==> src/rtl/wb_port_arbiter_pkg.sv <==
// Shared definitions for the register-file write-port arbiter and its
// result FIFO.
//   XLEN / REG_AW        : data and register-address widths
//   grant_e              : winner of the write port in a given cycle
//   DEFAULT_DEPTH        : default MDU result FIFO depth
//   DEFAULT_STARVE_LIMIT : default number of consecutive losses a buffered
//                          MDU result tolerates before it is forced through
package wb_port_arbiter_pkg;

    localparam int unsigned XLEN   = 32;
    localparam int unsigned REG_AW = 5;

    localparam int unsigned DEFAULT_DEPTH        = 2;
    localparam int unsigned DEFAULT_STARVE_LIMIT = 3;

    typedef enum logic [1:0] {
        GNT_NONE = 2'd0,
        GNT_PIPE = 2'd1,
        GNT_MDU  = 2'd2
    } grant_e;

endpackage

==> src/rtl/wb_result_fifo.sv <==
// Synchronous FIFO with no bypass. Written for the register results of
// multi-cycle units, where each entry is {rd, data}.
// Ports:
//   clk, rst_n  : clock and asynchronous active-low reset (empties the FIFO)
//   push        : write push_data; ignored while full
//   push_data   : entry to store
//   pop         : drop the head entry; ignored while empty
//   pop_data    : head entry (only meaningful while !empty)
//   full, empty : occupancy flags
module wb_result_fifo #(
    parameter int unsigned DEPTH = 2,
    parameter int unsigned W     = 37
) (
    input  logic         clk,
    input  logic         rst_n,
    input  logic         push,
    input  logic [W-1:0] push_data,
    input  logic         pop,
    output logic [W-1:0] pop_data,
    output logic         full,
    output logic         empty
);

    localparam int unsigned AW = $clog2(DEPTH);
    localparam logic [AW:0] DEPTH_C = (AW + 1)'(DEPTH);

    logic [W-1:0]  mem [DEPTH];
    logic [AW-1:0] wr_ptr;
    logic [AW-1:0] rd_ptr;
    logic [AW:0]   count;
    logic          do_push;
    logic          do_pop;

    assign full     = (count == DEPTH_C);
    assign empty    = (count == '0);
    assign do_push  = push && !full;
    assign do_pop   = pop && !empty;
    assign pop_data = mem[rd_ptr];

    // DEPTH is a power of two, so the pointers wrap on their own.
    always_ff @(posedge clk or negedge rst_n) begin
        if (!rst_n) begin
            wr_ptr <= '0;
            rd_ptr <= '0;
            count  <= '0;
        end else begin
            if (do_push) wr_ptr <= wr_ptr + AW'(1);
            if (do_pop)  rd_ptr <= rd_ptr + AW'(1);
            case ({do_push, do_pop})
                2'b10:   count <= count + (AW + 1)'(1);
                2'b01:   count <= count - (AW + 1)'(1);
                default: count <= count;
            endcase
        end
    end

    // Storage needs no reset: occupancy is tracked by count alone.
    always_ff @(posedge clk) begin
        if (do_push) mem[wr_ptr] <= push_data;
    end

endmodule

==> src/rtl/wb_port_arbiter.sv <==
// Owner of the single register-file write port. Arbitrates between the
// in-order pipeline writeback and buffered results of the mul/div unit,
// and tracks outstanding MDU destinations for hazard detection in ID.
// Ports:
//   clk, rst_n                  : clock, asynchronous active-low reset
//   wb_valid/wb_rd/wb_data      : pipeline register write request
//   wb_stall                    : pipeline WB must hold this cycle
//   mdu_issue/mdu_issue_rd      : ID dispatching an MDU op to rd
//   mdu_valid/mdu_rd/mdu_data   : MDU result offered
//   mdu_ready                   : result FIFO has room
//   rs1_addr/rs2_addr/rs_hazard : ID source lookup in the pending scoreboard
//   rf_we/rf_waddr/rf_wdata     : registered register-file write port
//
// Handshakes: an MDU result transfers on a cycle where mdu_valid && mdu_ready;
// while mdu_valid && !mdu_ready the MDU holds rd/data stable. A pipeline write
// retires on a cycle where wb_valid && !wb_stall; while stalled the pipeline
// holds wb_rd/wb_data stable.
module wb_port_arbiter
    import wb_port_arbiter_pkg::*;
#(
    parameter int unsigned DEPTH        = DEFAULT_DEPTH,
    parameter int unsigned STARVE_LIMIT = DEFAULT_STARVE_LIMIT
) (
    input  logic              clk,
    input  logic              rst_n,
    input  logic              wb_valid,
    input  logic [REG_AW-1:0] wb_rd,
    input  logic [XLEN-1:0]   wb_data,
    output logic              wb_stall,
    input  logic              mdu_issue,
    input  logic [REG_AW-1:0] mdu_issue_rd,
    input  logic              mdu_valid,
    input  logic [REG_AW-1:0] mdu_rd,
    input  logic [XLEN-1:0]   mdu_data,
    output logic              mdu_ready,
    input  logic [REG_AW-1:0] rs1_addr,
    input  logic [REG_AW-1:0] rs2_addr,
    output logic              rs_hazard,
    output logic              rf_we,
    output logic [REG_AW-1:0] rf_waddr,
    output logic [XLEN-1:0]   rf_wdata
);

    localparam int unsigned SW = $clog2(STARVE_LIMIT + 1);
    localparam logic [SW-1:0] STARVE_MAX = SW'(STARVE_LIMIT);

    logic                     fifo_full;
    logic                     fifo_empty;
    logic                     fifo_ne;
    logic [REG_AW+XLEN-1:0]   fifo_head;
    logic [REG_AW-1:0]        head_rd;
    logic [XLEN-1:0]          head_data;
    grant_e                   grant;
    logic [SW-1:0]            starve_cnt;
    logic [31:0]              pending;
    logic [31:0]              pending_next;

    assign mdu_ready = !fifo_full;
    assign fifo_ne   = !fifo_empty;
    assign head_rd   = fifo_head[REG_AW+XLEN-1:XLEN];
    assign head_data = fifo_head[XLEN-1:0];

    wb_result_fifo #(
        .DEPTH (DEPTH),
        .W     (REG_AW + XLEN)
    ) u_fifo (
        .clk       (clk),
        .rst_n     (rst_n),
        .push      (mdu_valid && mdu_ready),
        .push_data ({mdu_rd, mdu_data}),
        .pop       (grant == GNT_MDU),
        .pop_data  (fifo_head),
        .full      (fifo_full),
        .empty     (fifo_empty)
    );

    // The pipeline normally wins; a buffered MDU result takes the port when
    // the pipeline is idle or once it has lost STARVE_LIMIT times in a row.
    always_comb begin
        grant = GNT_NONE;
        if (fifo_ne && (!wb_valid || starve_cnt == STARVE_MAX)) begin
            grant = GNT_MDU;
        end else if (wb_valid) begin
            grant = GNT_PIPE;
        end
    end

    assign wb_stall = wb_valid && (grant == GNT_MDU);

    // Set after clear so a re-issue of the retiring rd stays outstanding.
    always_comb begin
        pending_next = pending;
        if (grant == GNT_MDU) pending_next[head_rd] = 1'b0;
        if (mdu_issue && mdu_issue_rd != '0) pending_next[mdu_issue_rd] = 1'b1;
        pending_next[0] = 1'b0;
    end

    assign rs_hazard = pending[rs1_addr] | pending[rs2_addr];

    always_ff @(posedge clk or negedge rst_n) begin
        if (!rst_n) begin
            starve_cnt <= '0;
            pending    <= '0;
        end else begin
            pending <= pending_next;
            if (grant == GNT_MDU || !fifo_ne) begin
                starve_cnt <= '0;
            end else if (grant == GNT_PIPE && starve_cnt != STARVE_MAX) begin
                starve_cnt <= starve_cnt + SW'(1);
            end
        end
    end

    // Writes to x0 still consume the grant but never assert the enable.
    always_ff @(posedge clk or negedge rst_n) begin
        if (!rst_n) begin
            rf_we    <= 1'b0;
            rf_waddr <= '0;
            rf_wdata <= '0;
        end else begin
            case (grant)
                GNT_MDU: begin
                    rf_we    <= (head_rd != '0);
                    rf_waddr <= head_rd;
                    rf_wdata <= head_data;
                end
                GNT_PIPE: begin
                    rf_we    <= (wb_rd != '0);
                    rf_waddr <= wb_rd;
                    rf_wdata <= wb_data;
                end
                default: rf_we <= 1'b0;
            endcase
        end
    end

endmodule

==> config.mk <==
export PLATFORM = sky130hd
export DESIGN_NAME = wb_port_arbiter
export DESIGN_NICKNAME = d
export VERILOG_FILES = /design/src/rtl/wb_port_arbiter_pkg.sv /design/src/rtl/wb_result_fifo.sv /design/src/rtl/wb_port_arbiter.sv
export SDC_FILE = /design/constraint.sdc
export NUM_CORES = 1
export LEC_CHECK = 0
export ABC_CLOCK_PERIOD_IN_PS = 2900
export CORE_UTILIZATION = 48
export CTS_BUF_LIST = sky130_fd_sc_hd__clkbuf_8
export CTS_CLUSTER_DIAMETER = 120
export DETAILED_ROUTE_END_ITERATION = 10
export GPL_ROUTABILITY_DRIVEN = 0
export PLACE_DENSITY = 0.87
export SETUP_SLACK_MARGIN = 0.3
export SLEW_MARGIN = 10
export SYNTH_ARGS = -nofsm -noshare
export SYNTH_HDL_FRONTEND = slang
export SYNTH_HIERARCHICAL = 1
export SYNTH_SLANG_ARGS = --single-unit
==> constraint.sdc <==
create_clock -name clk -period 2.9 [get_ports clk]
set_input_delay 0.435 -clock clk [delete_from_list [all_inputs] [get_ports clk]]
set_output_delay 0.435 -clock clk [all_outputs]
set_load 0.05 [all_outputs]
==> results_dict.tcl, run 1 <==
set metrics [dict create \
    outcome "completed" \
    ys_types 40 \
    antenna_found_initial 0 \
    ctsRootBufferMaster "clkbuf_8" \
    seqCellArea_um2 4100 \
    gr-total-overflow 0 \
    fin_skew_ps 14.8 \
    fin_crit_ps 2450 \
    r2r_start "starve_cnt[0]$_DFFE_PN0P_" \
    slew_viol_final 0 \
    yosysTopAreaCell "edfxtp_1" \
    synth_top_cells_by_count "dfrtp_1 (75), edfxtp_1 (74), o21ai_0 (61), a21oi_1 (43), mux2i_1 (42)" \
    post-route-util_pct 62.7 \
    fmax_mhz 408 \
    synth-edff-count 74 \
    viasPerCell 5.89 \
    cpPeakStageDelay_ps 520 \
    critPathArrivalTime_ps 2020 \
    synth_compound_area_share_pct 11.5 \
    ctsHoldBuffers 0 \
    multiInputGateArea_um2 2500 \
    fin_cells 824 \
    synth.area.mux_share_pct 18.5 \
    synth_warnings 6 \
    fin_total_pwr_mw 8.82 \
    path_delay_family "buffers and inverters" \
    grt_use_total_pct 22.8 \
    syn_nets 592 \
    grt_start_max_net_pins 76 \
    portBuffers 134 \
    cts.clk_slew.worst_paths_ps 80 \
    fin_crit_sh_pct 84.6 \
    synth_area_leaders "edfxtp_1 (33%), dfrtp_1 (28%), mux2i_1 (6.2%)" \
    powerDensity_nw_per_um2 1020 \
    nets 727 \
    whs_ps 170 \
    areaGrowthSynthToFinish_pct 27.8 \
    grt_pass1_vias 4910 \
    setup_viol 0 \
    slew-limit-headroom_pct 33.2 \
    place_ws_ps 182 \
    final_hold_viol_count 0 \
    ir_drop_v 0.000671 \
    die_w_um 121 \
    p_comb_share_pct 43.4 \
    crit_path_cell_trace "clkdlybuf4s50_1 > mux4_2 > nand2b_1 > o211ai_1 > nand4_1 > buf_6" \
    required_ps 2470 \
    yosys_most_used_dff "dfrtp_1" \
    dp.cells 790 \
    ys_ff_latch 149 \
    swShare_pct 40.3 \
    start_util_pct 49.1 \
    antenna_cells 0 \
    rsz0062_at_grt "no" \
    cts_sinks 149 \
    timing.setup.tns_ps 0 \
    die_h_um 121 \
    criticalPathCategory "input port to output pin" \
    fillers 1010 \
    worst_pin_slew_ps 1000 \
    end_kind "output pin" \
    htreeDepth 4 \
    core-area_um2 13800 \
    synth_top_area_share_pct 32.7 \
    routed_wl_um 16000 \
    first_iter_violations 316 \
    drtAntennaViolNets 0 \
    cts_tree "yes" \
    syn_area_per_cell_um2 13.7 \
    drc 0 \
    p_sw_mw 3.56 \
    async_flop_share_pct 50.3 \
    clock_path_buffers 2 \
    worstSetupStartpointType "input port" \
    yosysMostFrequentCell "dfrtp_1" \
    grt_pass1_wl_um 25200 \
    drive_above_1_share_pct 16.0 \
    synth-simple-area-share_pct 5.59 \
    synthCells 496 \
    setup_ws_ps 447 \
    crit_start "rs2_addr[1]" \
    ioPinCount 135 \
    clk_latency_ps 440 \
    critPathMaxFanout 2 \
    hold_class "input port to asynchronous set/reset pin" \
    drtPass1Iterations 5 \
    seq_area_frac_synth_pct 60.4 \
    detailroute.via_count 4857 \
    synth_area_um2 6790 \
    intPower_mw 5.27 \
    slowest_stage "mux4_2" \
    rows 43 \
    seq_power_share_pct 39.8 \
    path_buf_inv 2 \
    place_area_um2 8300 \
    synthXorXnorAreaFrac_pct 0.645 \
    numCtsBuffers 17 \
    synthAdderAreaFrac_pct 0.369 \
    p_clk_share_pct 16.8 \
    wl_per_cell_um 19.5 \
    maxCapViolCount 0 \
    dp_hpwl_um 11000 \
    p_leak_nw 3.33 \
    fin_area_um2 8680 \
    die_area_um2 14600 \
    synth_top_family_by_area "multiplexers" \
]
-- timing repair --
action / in CTS / in global routing
resized for setup: 7 / 4
setup buffers: 2 / 0
setup endpoints to repair: 1 / 1
pin swaps: 3 / 0
-- sequential cells by signal (all words and copies together) (netlist names) --
signal,flops
rf_waddr,5
u_fifo/count,2
starve_cnt,2
rf_we,1
u_fifo/wr_ptr,1
u_fifo/mem,74
u_fifo/rd_ptr,1
pending,31
rf_wdata,32
-- kinds of logic (layout without fill, tap and decap cells) --
| group | count (synthesis) | count (layout) |
|---|---|---|
| adder cells (fa/ha/maj) | 2 | 2 |
| flip-flops | 149 | 149 |
| AND/OR/NAND/NOR | 66 | 66 |
| multiplexers | 93 | 93 |
| buffers and inverters | 36 | 184 |
| AO/OA/AOI/OAI | 145 | 145 |
| XOR/XNOR | 5 | 5 |
-- per-layer routing --
layer,track usage (%),vias up,part of all wire (%)
met5,0,-,0
met4,7.48,0,1.1
met3,6.48,18,8.0
met2,38.3,239,50
met1,28.4,2416,41
li1,-,2184,-
-- cell usage in the layout, fill, tap and decap left out, types with 9 or more instances in the layout --
| cell type | netlist | layout |
|---|---|---|
| o22ai_1 | 37 | 37 |
| o21ai_0 | 61 | 61 |
| nand2_1 | 10 | 10 |
| mux2_4 | 20 | 20 |
| mux2_2 | 17 | 17 |
| buf_4 | 2 | 13 |
| clkbuf_8 | 0 | 17 |
| dfrtp_1 | 75 | 74 |
| clkdlybuf4s50_1 | 0 | 125 |
| mux4_2 | 6 | 9 |
| mux2i_1 | 42 | 42 |
| edfxtp_1 | 74 | 74 |
| a21oi_1 | 43 | 43 |
-- path summary, 6_finish.rpt --
kind                                                to  slack, ps  depth (start not counted)
min                               pending[6]$_DFF_PN0_        170                          1
min reg2reg                  starve_cnt[0]$_DFFE_PN0P_        450                          1
min in group clk             starve_cnt[0]$_DFFE_PN0P_        450                          1
max                                          rs_hazard        450                          6
max in group asynchronous    u_fifo/rd_ptr$_DFFE_PN0P_       2030                          1
max reg2reg                u_fifo/count[1]$_DFFE_PN0P_        790                          9
-- layout make-up --
cell class | instances | area share [%]
inverters | 3 | 0.130
repair buffers | 149 | 17.0
clock inverters | 15 | 1.50
clock buffers | 17 | 2.70
well taps | 180 | 2.60
flip-flops and latches | 149 | 47.3
multi-input cells | 311 | 28.8
-- power groups by stage --
stage	logic [mW]	registers (mW)	clock network (mW)
global placement	3.70	3.49	0
detailed placement	3.80	3.54	0
global route	4.05	3.58	1.60
floorplan	1.79	4.25	0
CTS	3.82	3.51	1.52
finish	3.83	3.52	1.48
Power figures use the tool's default switching activity.
==> inputs of run 2 (changes only) <==
--- a/config.mk
+++ b/config.mk
@@ -5,7 +5,7 @@
 export SDC_FILE = /design/constraint.sdc
 export NUM_CORES = 1
 export LEC_CHECK = 0
-export ABC_CLOCK_PERIOD_IN_PS = 2900
+export ABC_CLOCK_PERIOD_IN_PS = 2000
 export CORE_UTILIZATION = 48
 export CTS_BUF_LIST = sky130_fd_sc_hd__clkbuf_8
 export CTS_CLUSTER_DIAMETER = 120
==> constraint.sdc (replaced) <==
create_clock -name clk -period 2 [get_ports clk]
set_input_delay 0.3 -clock clk [delete_from_list [all_inputs] [get_ports clk]]
set_output_delay 0.3 -clock clk [all_outputs]
set_load 0.05 [all_outputs]
==> results_dict.tcl, run 2 (same netlist as run 1, synthesis figures left out) <==
set metrics [dict create \
    seqCellArea_um2 4100 \
    clock_path_buffers 2 \
    fmax_mhz 435 \
    outcome "complete, but fails checks" \
    gr-total-overflow 0 \
    htreeDepth 4 \
    largest_reg_flops 74 \
    worstSetupStartpointType "input port" \
    drive_above_1_share_pct 25.8 \
    portBuffers 134 \
    cts.clk_slew.worst_paths_ps 80 \
    fin_crit_sh_pct 115 \
    drtPass1Iterations 5 \
    detailroute.via_count 5052 \
    grt_use_total_pct 23.7 \
    worst_pin_slew_ps 648 \
    timing.setup.tns_ps -297 \
    core-area_um2 13800 \
    setup_viol 1 \
    numCtsBuffers 17 \
    ir_drop_v 0.00109 \
    slew-limit-headroom_pct 56.8 \
    fin_skew_ps 10.1 \
    grt_start_max_net_pins 47 \
    final_common_cell "clkdlybuf4s50_1" \
    setup_ws_ps -297 \
    slew_viol_final 0 \
    fin_crit_ps 2300 \
    die_h_um 121 \
    hold_class "input port to asynchronous set/reset pin" \
    die_area_um2 14600 \
    drc 0 \
    criticalPathCategory "input port to output pin" \
    grt_pass1_vias 5113 \
    routed_wl_um 17600 \
    p_leak_nw 3.48 \
    fin_total_pwr_mw 13.4 \
    grt_pass1_wl_um 25900 \
    critPathMaxFanout 3 \
    areaGrowthSynthToFinish_pct 33.3 \
    post-route-util_pct 65.5 \
    fin_cells 844 \
    violations "negative setup slack" \
    critPathArrivalTime_ps 2000 \
    fillers 939 \
    whs_ps 432 \
    antenna_found_initial 1 \
    cts_sinks 149 \
    ioPinCount 135 \
    required_ps 1700 \
    rows 43 \
    end_kind "output pin" \
    multiInputGateArea_um2 2680 \
    nets 747 \
    drtAntennaViolNets 0 \
    powerDensity_nw_per_um2 1490 \
    wl_per_cell_um 20.8 \
    mostFrequentLayoutCells "clkdlybuf4s50_1 (88), edfxtp_1 (74), dfrtp_1 (73)" \
    antenna_cells 0 \
    die_w_um 121 \
    start_util_pct 49.1 \
    max_flop_register "u_fifo/mem" \
    viasPerCell 5.99 \
    final_hold_viol_count 0 \
    rsz0062_at_grt "yes" \
    maxCapViolCount 0 \
    clk_latency_ps 440 \
    place_area_um2 8370 \
    place_ws_ps -456 \
    reg.largest.list "u_fifo/mem: 74 flops, rf_wdata: 32 flops, pending: 31 flops" \
    first_iter_violations 419 \
    dp.cells 798 \
    cts_tree "yes" \
    fin_area_um2 9050 \
    dp_hpwl_um 11400 \
    ctsRootBufferMaster "clkbuf_8" \
]
## run 2: final cells by class
class | count | area share, %
clock buffers | 17 | 2.59
well taps | 180 | 2.49
repair buffers | 168 | 18.1
inverters | 3 | 0.152
clock inverters | 15 | 1.73
multi-input cells | 312 | 29.6
flip-flops and latches | 149 | 45.3
## run 2: layer usage
| layer | part of all wire [%] | vias up | wire length, µm | GRT usage, % |
|---|---|---|---|---|
| met1 | 38 | 2474 | 6680 | 28.4 |
| met2 | 50 | 293 | 8850 | 39.6 |
| met4 | 2.4 | 2 | 418 | 9.88 |
| li1 | - | 2226 | - | - |
| met3 | 9.2 | 57 | 1620 | 7.10 |
| met5 | 0.057 | - | 10 | 0 |
## run 2: critical path, cell delays in order
cell,delay (ps)
clkdlybuf4s50_1,540
mux4_2,530
mux2i_2,190
nor3b_1,80
nor2_1,80
nand4_1,110
buf_6,180
## run 2: power breakdown
part	switching [mW]	internal, mW	total (mW)
sequential	0.748	4.38	5.13
clock	1.16	1.11	2.27
combinational	3.60	2.45	6.04
## run 2: repair_timing
item	CTS	global route
resized for setup	66	56
buffers inserted	5	7
pin swaps	10	10
hold endpoints to repair	45	0
gates cloned	0	1
hold buffers	1	0
setup endpoints to repair	57	53
## run 2: path summary, 6_finish.rpt
path	start	to	slack [ps]	cells past startpoint
setup / recovery	rs2_addr[2]	rs_hazard	-300	7
hold / removal	rst_n	pending[8]$_DFF_PN0_	430	2
setup reg to reg	starve_cnt[0]$_DFFE_PN0P_	pending[28]$_DFF_PN0_	120	9
hold reg to reg	starve_cnt[0]$_DFFE_PN0P_	starve_cnt[0]$_DFFE_PN0P_	450	1
max in group asynchronous	rst_n	rf_waddr[0]$_DFFE_PN0P_	960	3
min in group clk	mdu_data[30]	u_fifo/mem[0][30]$_DFFE_PP_	430	1
